`config.mk`:
```
export PLATFORM = sky130hd
export DESIGN_NAME = mem_port_bist_flat
export DESIGN_NICKNAME = d
export VERILOG_FILES = /design/src/rtl/mem_bist_pkg.sv /design/src/rtl/mem_port_bist_if.sv /design/src/rtl/mem_port_bist.sv /design/src/flat_wrapper.sv
export SDC_FILE = /design/constraint.sdc
export NUM_CORES = 1
export LEC_CHECK = 0
export ABC_AREA = 0
export CORE_MARGIN = 5
export CORE_UTILIZATION = 42
export CTS_CLUSTER_DIAMETER = 50
export DETAILED_ROUTE_END_ITERATION = 6
export GPL_TIMING_DRIVEN = 0
export PLACE_DENSITY = 0.81
export SYNTH_ARGS = -nofsm -noshare
export SYNTH_HDL_FRONTEND = slang
export SYNTH_SLANG_ARGS = --single-unit
```
`constraint.sdc`:
```
create_clock -name clk -period 2.65 [get_ports clk]
set_input_delay 0.53 -clock clk [delete_from_list [all_inputs] [get_ports clk]]
set_output_delay 0.53 -clock clk [all_outputs]
set_load 0.005 [all_outputs]
```
`src/rtl/mem_bist_pkg.sv`:
```
// Shared types and the address-derived test pattern for the memory port BIST.
package mem_bist_pkg;

  typedef enum logic [2:0] {
    IDLE,
    WRITE,
    READ_REQ,
    READ_WAIT,
    DONE
  } mem_bist_state_e;

  localparam int MEM_BIST_MAX_W = 64;

  // Pattern is computed at the widest supported width; callers truncate to their data width.
  function automatic logic [MEM_BIST_MAX_W-1:0] mem_bist_pat(
    input logic [31:0]               addr,
    input logic [MEM_BIST_MAX_W-1:0] seed,
    input logic                      inv
  );
    logic [MEM_BIST_MAX_W-1:0] p;
    p = seed ^ {32'b0, addr};
    return inv ? ~p : p;
  endfunction

endpackage

```
`src/rtl/mem_port_bist_if.sv`:
```
// Single-port memory access bundle between the BIST (master) and the memory (slave).
interface mem_port_bist_if #(
  parameter int ADDR_WIDTH = 4,
  parameter int DATA_WIDTH = 32
) ();

  // Handshake: the master holds EN high for exactly one cycle per access, WR qualifies it
  // (1 = write, 0 = read) and Address/Data_in are valid in that same cycle. Writes complete
  // with no response. A read is answered by the slave raising valid_out for one cycle, at
  // least one cycle after the EN cycle, with Data_out valid in that cycle. At most one read
  // is outstanding; there is no back-pressure on EN.
  logic [ADDR_WIDTH-1:0] Address;
  logic [DATA_WIDTH-1:0] Data_in;
  logic                  EN;
  logic                  WR;
  logic [DATA_WIDTH-1:0] Data_out;
  logic                  valid_out;

  modport master (
    output Address, Data_in, EN, WR,
    input  Data_out, valid_out
  );

  modport slave (
    input  Address, Data_in, EN, WR,
    output Data_out, valid_out
  );

endinterface

```
`src/rtl/mem_port_bist.sv`:
```
// Write-then-read-back memory BIST with registered outputs. Optional MEM_BIST_INV_PASS_EN
// adds a second write/read pass using the inverted pattern.
module mem_port_bist
  import mem_bist_pkg::*;
#(
  parameter int          ADDR_WIDTH = 4,
  parameter int          DATA_WIDTH = 32,
  parameter int          DEPTH      = 2**ADDR_WIDTH,
  parameter logic [31:0] SEED       = 32'hA5A5_0000,
  parameter int          TIMEOUT    = 15
) (
  input  logic                  clk,
  input  logic                  rst,
  input  logic                  start,
  output logic                  busy,
  output logic                  done,
  output logic                  pass,
  output logic [ADDR_WIDTH:0]   err_count,
  output logic [ADDR_WIDTH-1:0] first_err_addr,
  output logic                  timeout_seen,
  output mem_bist_state_e       dbg_state,
  mem_port_bist_if.master       mem
);

  localparam int WAIT_W = (TIMEOUT < 1) ? 1 : $clog2(TIMEOUT + 1);
  localparam logic [ADDR_WIDTH-1:0] LAST_ADDR = ADDR_WIDTH'(DEPTH - 1);
  localparam logic [WAIT_W-1:0]     WAIT_LAST = WAIT_W'(TIMEOUT);

  mem_bist_state_e       state, state_nxt;
  logic [ADDR_WIDTH-1:0] addr, addr_nxt;
  logic [WAIT_W-1:0]     wait_cnt, wait_nxt;
  logic [ADDR_WIDTH:0]   err_nxt;
  logic [ADDR_WIDTH-1:0] ferr_nxt;
  logic                  tseen_nxt, pass_nxt, busy_nxt, done_nxt;
  logic                  en_q, wr_q, en_nxt, wr_nxt;
  logic [DATA_WIDTH-1:0] data_in_q, data_in_nxt, pat_rd;
  logic                  rec_err, read_end;
  logic                  inv_q, inv_nxt;

`ifdef MEM_BIST_INV_PASS_EN
  always_ff @(posedge clk or posedge rst) begin
    if (rst) inv_q <= 1'b0;
    else     inv_q <= inv_nxt;
  end
`else
  assign inv_q   = 1'b0;
  assign inv_nxt = 1'b0;
`endif

  assign pat_rd = DATA_WIDTH'(mem_bist_pat(32'(addr), 64'(SEED), inv_q));

  always_comb begin
    state_nxt = state;
    addr_nxt  = addr;
    wait_nxt  = wait_cnt;
    err_nxt   = err_count;
    ferr_nxt  = first_err_addr;
    tseen_nxt = timeout_seen;
    pass_nxt  = pass;
    rec_err   = 1'b0;
    read_end  = 1'b0;
`ifdef MEM_BIST_INV_PASS_EN
    inv_nxt   = inv_q;
`endif
    case (state)
      IDLE: if (start) begin
        err_nxt   = '0;
        ferr_nxt  = '0;
        tseen_nxt = 1'b0;
        pass_nxt  = 1'b0;
        addr_nxt  = '0;
`ifdef MEM_BIST_INV_PASS_EN
        inv_nxt   = 1'b0;
`endif
        state_nxt = WRITE;
      end
      WRITE: begin
        if (addr == LAST_ADDR) begin
          addr_nxt  = '0;
          state_nxt = READ_REQ;
        end else begin
          addr_nxt = addr + 1'b1;
        end
      end
      READ_REQ: begin
        wait_nxt  = '0;
        state_nxt = READ_WAIT;
      end
      READ_WAIT: begin
        // A response wins over the timeout when both land in the same cycle.
        if (mem.valid_out) begin
          read_end = 1'b1;
          rec_err  = (mem.Data_out != pat_rd);
        end else if (wait_cnt == WAIT_LAST) begin
          read_end  = 1'b1;
          rec_err   = 1'b1;
          tseen_nxt = 1'b1;
        end else begin
          wait_nxt = wait_cnt + 1'b1;
        end
        if (read_end) begin
          if (addr == LAST_ADDR) begin
`ifdef MEM_BIST_INV_PASS_EN
            if (!inv_q) begin
              inv_nxt   = 1'b1;
              addr_nxt  = '0;
              state_nxt = WRITE;
            end else begin
              state_nxt = DONE;
            end
`else
            state_nxt = DONE;
`endif
          end else begin
            addr_nxt  = addr + 1'b1;
            state_nxt = READ_REQ;
          end
        end
      end
      DONE:    state_nxt = IDLE;
      default: state_nxt = IDLE;
    endcase

    if (rec_err) begin
      if (err_count == '0) ferr_nxt = addr;
      if (err_count != '1) err_nxt = err_count + 1'b1;
    end
    if (state_nxt == DONE) pass_nxt = (err_nxt == '0);

    // Outputs are registered from next-state values so they line up with the state they describe.
    busy_nxt    = (state_nxt == WRITE) || (state_nxt == READ_REQ) || (state_nxt == READ_WAIT);
    done_nxt    = (state_nxt == DONE);
    en_nxt      = (state_nxt == WRITE) || (state_nxt == READ_REQ);
    wr_nxt      = (state_nxt == WRITE);
    data_in_nxt = (state_nxt == WRITE)
                  ? DATA_WIDTH'(mem_bist_pat(32'(addr_nxt), 64'(SEED), inv_nxt))
                  : data_in_q;
  end

  always_ff @(posedge clk or posedge rst) begin
    if (rst) begin
      state          <= IDLE;
      addr           <= '0;
      wait_cnt       <= '0;
      err_count      <= '0;
      first_err_addr <= '0;
      timeout_seen   <= 1'b0;
      pass           <= 1'b0;
      busy           <= 1'b0;
      done           <= 1'b0;
      en_q           <= 1'b0;
      wr_q           <= 1'b0;
      data_in_q      <= '0;
    end else begin
      state          <= state_nxt;
      addr           <= addr_nxt;
      wait_cnt       <= wait_nxt;
      err_count      <= err_nxt;
      first_err_addr <= ferr_nxt;
      timeout_seen   <= tseen_nxt;
      pass           <= pass_nxt;
      busy           <= busy_nxt;
      done           <= done_nxt;
      en_q           <= en_nxt;
      wr_q           <= wr_nxt;
      data_in_q      <= data_in_nxt;
    end
  end

  assign mem.EN      = en_q;
  assign mem.WR      = wr_q;
  assign mem.Address = addr;
  assign mem.Data_in = data_in_q;
  assign dbg_state   = state;

endmodule
```
`src/flat_wrapper.sv`:
```
// flat-port wrapper written by rule: the top's interface ports become plain ports
module mem_port_bist_flat import mem_bist_pkg::*;
#(
  parameter int          ADDR_WIDTH = 4,
  parameter int          DATA_WIDTH = 32,
  parameter int          DEPTH      = 2**ADDR_WIDTH,
  parameter logic [31:0] SEED       = 32'hA5A5_0000,
  parameter int          TIMEOUT    = 15
)
  (clk, rst, start, busy, done, pass, err_count, first_err_addr, timeout_seen, dbg_state, mem_Address, mem_Data_in, mem_EN, mem_WR, mem_Data_out, mem_valid_out);
  mem_port_bist_if #(.ADDR_WIDTH(ADDR_WIDTH), .DATA_WIDTH(DATA_WIDTH)) mem_i ();
  input  logic clk;
  input  logic rst;
  input  logic start;
  output logic busy;
  output logic done;
  output logic pass;
  output logic [ADDR_WIDTH:0] err_count;
  output logic [ADDR_WIDTH-1:0] first_err_addr;
  output logic timeout_seen;
  output mem_bist_state_e dbg_state;
  output wire logic [$bits(mem_i.Address)-1:0] mem_Address;
  output wire logic [$bits(mem_i.Data_in)-1:0] mem_Data_in;
  output wire logic [$bits(mem_i.EN)-1:0] mem_EN;
  output wire logic [$bits(mem_i.WR)-1:0] mem_WR;
  input wire logic [$bits(mem_i.Data_out)-1:0] mem_Data_out;
  input wire logic [$bits(mem_i.valid_out)-1:0] mem_valid_out;
  assign mem_Address = mem_i.Address;
  assign mem_Data_in = mem_i.Data_in;
  assign mem_EN = mem_i.EN;
  assign mem_WR = mem_i.WR;
  assign mem_i.Data_out = mem_Data_out;
  assign mem_i.valid_out = mem_valid_out;
  mem_port_bist #(.ADDR_WIDTH(ADDR_WIDTH), .DATA_WIDTH(DATA_WIDTH), .DEPTH(DEPTH), .SEED(SEED), .TIMEOUT(TIMEOUT)) u_core (.clk(clk), .rst(rst), .start(start), .busy(busy), .done(done), .pass(pass), .err_count(err_count), .first_err_addr(first_err_addr), .timeout_seen(timeout_seen), .dbg_state(dbg_state), .mem(mem_i));
endmodule
```
==> impl_metrics.yaml, run 1 <==
logic_synthesis:
  synth-seq-cells: 31
  netlist_instances: 215
  synth_cell_types: 55
  synth-edff-count: 0
  synthFlopType: "dfrtp_1"
  syn_area_per_cell_sq_um: 9.26
  async_flop_share_pct: 100
  synth_warnings: 0
  syn-cell-area_sq_um: 1990
  ys_seq_area_share_pct: 39.0
setup_path:
  r2r_cells: 7
  critical-path-top-delay-family: "simple AND/OR/NAND/NOR gates"
  cp.required_ns: 2.81
  crit_buf_inv: 2
  crit_fanout: 7
  crit_path_cell_trace: "ha_1 -> and3_4 -> and2_1 -> or4_1 -> buf_2 -> inv_2 -> mux2_1"
  end_kind: "register"
  start_kind: "register"
  critPathKind: "register to register"
  slowest_stage: "dfrtp_1"
  max_stage_delay_ns: 0.48
  crit_arrival_ns: 2.51
  cp.depth: 7
timing:
  finalCriticalPeriod_ns: 2.35
  fin_worst_skew_ns: 0.00534
  rsz0062_at_grt: "false"
  slew-limit-headroom_pct: 57.8
  whs_ns: 0.494
  drv_slew: 0
  worst_slew_pin_slew_ns: 0.633
  period_share_pct: 88.6
  final.setup.worst_slack_ns: 0.303
  setup_tns_ns: 0
  setup_viol: 0
  max_freq_mhz: 426
  hold_violations: 0
placement:
  post-place-ws_ns: 0.0318
  hpwl_microns: 3790
  gp_congestion: 0.915
  port_buffers: 69
  place_inst: 357
clock_tree:
  cts-root-buf: "clkbuf_8"
  clock_path_buffers: 2
  clk_pin_slew_worst_paths_ns: 0.06
  clkLatencyLatePin_ns: 0.29
  htree_levels: 2
  cts_tree: "done"
  cts_made_buffers: 5
  cts_resized: 0
  cts_sinks: 31
  cts_setup_buffers: 0
  cts-hold-fix-buffers: 0
power:
  seqPwrFrac_pct: 33.4
  ir_drop_mv: 0.361
  p_per_area_nw_per_um2: 859
  internal_power_mw: 1.59
  switching_power_mw: 0.939
  swShare_pct: 37.1
  leakage_nw: 1.36
  power_frac_comb_pct: 50.5
  p_total_mw: 2.53
  pwr-share-clk_pct: 16.1
floorplanning:
  die_y_microns: 78.8
  die_area_sq_um: 6220
  start_util_pct: 42.7
  die_w_microns: 78.8
  coreArea_sq_um: 4660
  num_rows: 25
  boundaryPins: 90
final_layout:
  final_nets: 353
  drive_above_1_share_pct: 17.0
  most-common-layout-cells: "clkdlybuf4s50_1, dfrtp_1, buf_4, nand2_1, conb_1"
  stdcell_count: 366
  fill_cells: 401
  antenna_cells: 0
  final_common_cell: "clkdlybuf4s50_1"
  areaGrowthSynthToFinish_pct: 48.1
routing:
  post-route-drc-count: 0
  avgViaCountPerCell: 4.99
  wl_per_cell_microns: 13.1
  antenna_left: 0
  first_pass_iters: 4
  initialDrtViolationCount: 67
  vias: 1828
  drt_wl_total_microns: 4810
grt:
  overflow: 0
  antenna_found_initial: 0
  grt_pass1_vias: 1703
  grt_max_degree: 32
  grt_util_all_layers_pct: 15.8
  grt_pass1_wl_microns: 7890
min_path:
  hp-class: "register to register"
  hold_depth: 2
run:
  drv_cap: 0
outcome:
  outcome: "finished clean"
[power by group through the flow]
stage	sequential (mW)	combinational (mW)	clock (mW)
after floorplan	0.823	0.742	0
after global placement	0.842	1.25	0
after detailed placement	0.853	1.28	0
after CTS	0.844	1.28	0.417
after global routing	0.873	1.44	0.439
final	0.845	1.28	0.409
[flip-flops by register name (all words and copies together) (netlist names), 3 cells and up]
name	flops
u_core.err_count	5
u_core.mem.Data_in	5
u_core.first_err_addr	4
u_core.mem.Address	4
u_core.wait_cnt	4
u_core.dbg_state	3
[per-layer routing]
layer | GRT usage (%) | share of wire [%] | vias up
met5 | 0 | 0 | -
met4 | 4.12 | 1.3 | 0
met3 | 5.33 | 10 | 8
met2 | 27.8 | 48 | 86
met1 | 18.5 | 41 | 833
li1 | - | - | 901
[Yosys cell counts (all sizes together) (2+ instances only)]
cell type,instances,area (sq um)
xnor2,5,43.8
and4bb,2,25.0
nand3,5,37.5
nor4b,4,53.8
and2,2,12.5
a221oi,2,23.8
nor3,2,26.3
o21ai,18,90.1
dfrtp,31,776
ha,6,75.1
a21oi,5,25.0
a22o,3,26.3
a31oi,3,18.8
nand2,26,97.6
nand2b,3,18.8
nand4,6,37.5
or3,3,18.8
o31ai,3,22.5
o41ai,2,17.5
and3,2,17.5
mux2,2,22.5
inv,12,45.0
buf,31,234
nor2,15,58.8
nor2b,2,12.5
a211oi,2,15.0
or2,2,12.5
[metrics by stage]
| stage | instance area [sq um] | util (%) |
|---|---|---|
| 2_1_floorplan | 2060 | - |
| 3_3_place_gp | 2820 | 60.5 |
| 3_5_place_dp | 2820 | 60.5 |
| 4_1_cts | 2920 | 62.7 |
| 5_1_grt | 2950 | 63.2 |
| 6_report | 2950 | 63.2 |
[worst register-to-register path: cells and delay by family (launching register included)]
family / cells / cell delay, ns
and+or+nand+nor: 3 / 0.86
buffers and inverters: 2 / 0.25
DFF: 1 / 0.48
muxes: 1 / 0.32
adders and majority gates: 1 / 0.33
[cell families (layout without fill, tap and decap cells)]
group                      count (synthesis)  count (layout)  share of synthesized area (%)
xor gates and xnor gates                   6               6                           2.64
and+or+nand+nor                           79              79                           23.7
DFF                                       31              31                           39.0
other                                      1              20                          0.188
AOI/OAI and AO/OA                         45              45                           14.9
buffers and inverters                     44             122                           14.2
adders and majority gates                  6               6                           3.77
muxes                                      3               3                           1.63
[path summary, 6_finish.rpt]
kind / startpoint / endpoint / slack (ns)
max reg2reg: u_core.mem.Address[0]$_DFF_PP0_ / u_core.mem.Data_in[0]$_DFFE_PP0P_ / 0.30
max in group asynchronous: rst / u_core.mem.Address[0]$_DFF_PP0_ / 1.51
max: u_core.mem.Address[0]$_DFF_PP0_ / u_core.mem.Data_in[0]$_DFFE_PP0P_ / 0.30
min in group asynchronous: rst / u_core.wait_cnt[2]$_DFFE_PP0P_ / 0.64
min: u_core.mem.Data_in[3]$_DFFE_PP0P_ / u_core.mem.Data_in[3]$_DFFE_PP0P_ / 0.49
min reg2reg: u_core.mem.Data_in[3]$_DFFE_PP0P_ / u_core.mem.Data_in[3]$_DFFE_PP0P_ / 0.49
[area by class of cell]
class / instances / area, sq um / share of cell area, %
Buffer: 32 / 238 / 8.06
Clock buffer: 8 / 100 / 3.40
Inverter: 12 / 45.0 / 1.53
Timing Repair Buffer: 70 / 718 / 24.4
Sequential cell: 31 / 776 / 26.3
Multi-Input combinational cell: 159 / 1000 / 34.0
Tap cell: 54 / 67.6 / 2.29
(Power assumes the default switching activity.)
==> run 2, diff against run 1 <==
SLEW_MARGIN = 20   (was unset)
==> run 2 against run 1 <==
Die area did not move. Sequential share of layout area grew 0.25 points. Global-route usage stayed put. Maximum frequency fell by 0.12%. Power down 0.30%. Clock skew shrank 0.0016 ns. Critical path type unchanged. Worst setup slack lost 0.0029 ns. Via count fell by 0.71%. Final cell count decreased by 0.27%. Hold slack about the same. Highest routed layer unchanged. Routed wire length fell by 0.75%.
==> impl_metrics.yaml, run 2 (synthesis results as in run 1) <==
final_layout:
  most-common-layout-cells: "clkdlybuf4s50_1, dfrtp_1, buf_4, nand2_1, conb_1"
  fill_cells: 405
  final_nets: 352
  stdcell_count: 365
  areaGrowthSynthToFinish_pct: 46.7
  antenna_cells: 0
  multiInputGateArea_sq_um: 1000
  final_common_cell: "clkdlybuf4s50_1"
  seq_area_sq_um: 776
  drive_above_1_share_pct: 17.0
grt:
  grt_max_degree: 32
  grt_util_all_layers_pct: 15.8
  grt_pass1_wl_microns: 7890
  overflow: 0
  grt_pass1_vias: 1703
  antenna_found_initial: 0
placement:
  place_inst: 357
  post-place-ws_ns: 0.0318
  port_buffers: 69
  gp_congestion: 0.915
  hpwl_microns: 3790
routing:
  avgViaCountPerCell: 4.97
  initialDrtViolationCount: 97
  drt_wl_total_microns: 4770
  antenna_left: 0
  vias: 1815
  wl_per_cell_microns: 13.1
  post-route-drc-count: 0
  first_pass_iters: 4
floorplanning:
  num_rows: 25
  die_y_microns: 78.8
  boundaryPins: 90
  coreArea_sq_um: 4660
  die_area_sq_um: 6220
  start_util_pct: 42.7
  die_w_microns: 78.8
timing:
  setup_tns_ns: 0
  hold_violations: 0
  drv_slew: 0
  max_freq_mhz: 425
  fin_worst_skew_ns: 0.00375
  final.setup.worst_slack_ns: 0.300
  finalCriticalPeriod_ns: 2.35
  setup_viol: 0
  rsz0062_at_grt: "false"
  worst_slew_pin_slew_ns: 0.643
  slew-limit-headroom_pct: 57.1
  period_share_pct: 88.7
clock_tree:
  cts-hold-fix-buffers: 0
  cts_tree: "done"
  cts-root-buf: "clkbuf_8"
  clk_pin_slew_worst_paths_ns: 0.06
  clock_path_buffers: 2
  clkLatencyLatePin_ns: 0.28
  htree_levels: 2
  cts_sinks: 31
  cts_resized: 0
  cts_made_buffers: 5
  cts_setup_buffers: 0
power:
  swShare_pct: 37.1
  power_frac_comb_pct: 50.4
  pwr-share-clk_pct: 16.1
  ir_drop_mv: 0.358
  seqPwrFrac_pct: 33.5
  p_per_area_nw_per_um2: 865
  internal_power_mw: 1.59
  switching_power_mw: 0.936
  leakage_nw: 1.35
run:
  drv_cap: 0
min_path:
  hold_path.startpoint: "u_core.mem.Data_in[3]$_DFFE_PP0P_"
  hp-class: "register to register"
setup_path:
  critPathKind: "register to register"
  crit_arrival_ns: 2.51
  crit_fanout: 7
  cp.required_ns: 2.81
  cp-startpoint: "u_core.mem.Address[0]$_DFF_PP0_"
  start_kind: "register"
  r2r-start: "u_core.mem.Address[0]$_DFF_PP0_"
  end_kind: "register"
outcome:
  outcome: "finished clean"
[run 2: cell types whose count changed in the layout (fill, tap and decap cells not counted), sizes merged]
cell	delta
buf	-1
[run 2: path summary, 6_finish.rpt]
kind | to | slack, ns | cells past startpoint
worst max-delay path | u_core.mem.Data_in[0]$_DFFE_PP0P_ | 0.30 | 7
worst min-delay path | u_core.mem.Data_in[3]$_DFFE_PP0P_ | 0.49 | 2
worst max register to register | u_core.mem.Data_in[0]$_DFFE_PP0P_ | 0.30 | 7
worst min register to register | u_core.mem.Data_in[3]$_DFFE_PP0P_ | 0.49 | 2
max in group asynchronous | u_core.err_count[0]$_DFF_PP0_ | 1.57 | 2
min in group asynchronous | u_core.done$_DFF_PP0_ | 0.66 | 2
[run 2: through the flow]
step	hold slack (ns)	power (mW)	instance area (sq um)	util, %
after global routing	0.523	2.74	2920	62.7
after detailed placement	0.483	2.13	2820	60.5
after floorplan	0.473	1.56	2060	-
final	0.494	2.52	2920	62.7
after global placement	0.473	2.09	2820	60.5
after CTS	0.496	2.54	2920	62.7
[run 2: cell type report]
cell class | instances | area share [%]
buffer | 32 | 8.14
inverter | 12 | 1.54
multi-input combinational | 159 | 34.4
sequential | 31 | 26.6
tap | 54 | 2.31
clock buffer | 8 | 3.43
timing repair buffer | 69 | 23.7
[run 2: metal layers]
metal | global-route usage (%) | up-vias | part of all wire [%]
met2 | 27.8 | 79 | 48
met4 | 4.12 | 0 | 1.3
met5 | 0 | - | 0
met3 | 5.33 | 9 | 9.8
met1 | 18.5 | 829 | 40
li1 | - | 898 | -
[run 2: worst max-delay path: stages (launching register included)]
cell	delay (ns)
dfrtp_1	0.48
ha_1	0.33
and3_4	0.23
and2_1	0.18
or4_1	0.45
buf_2	0.18
inv_2	0.07
mux2_1	0.32
[run 2: power groups by stage]
stage          registers, mW  clock network (mW)  logic [mW]
2_1_floorplan          0.823                   0       0.742
3_5_place_dp           0.853                   0        1.28
3_3_place_gp           0.842                   0        1.25
5_1_grt                0.874               0.439        1.43
4_1_cts                0.844               0.417        1.28
6_report               0.846               0.405        1.27
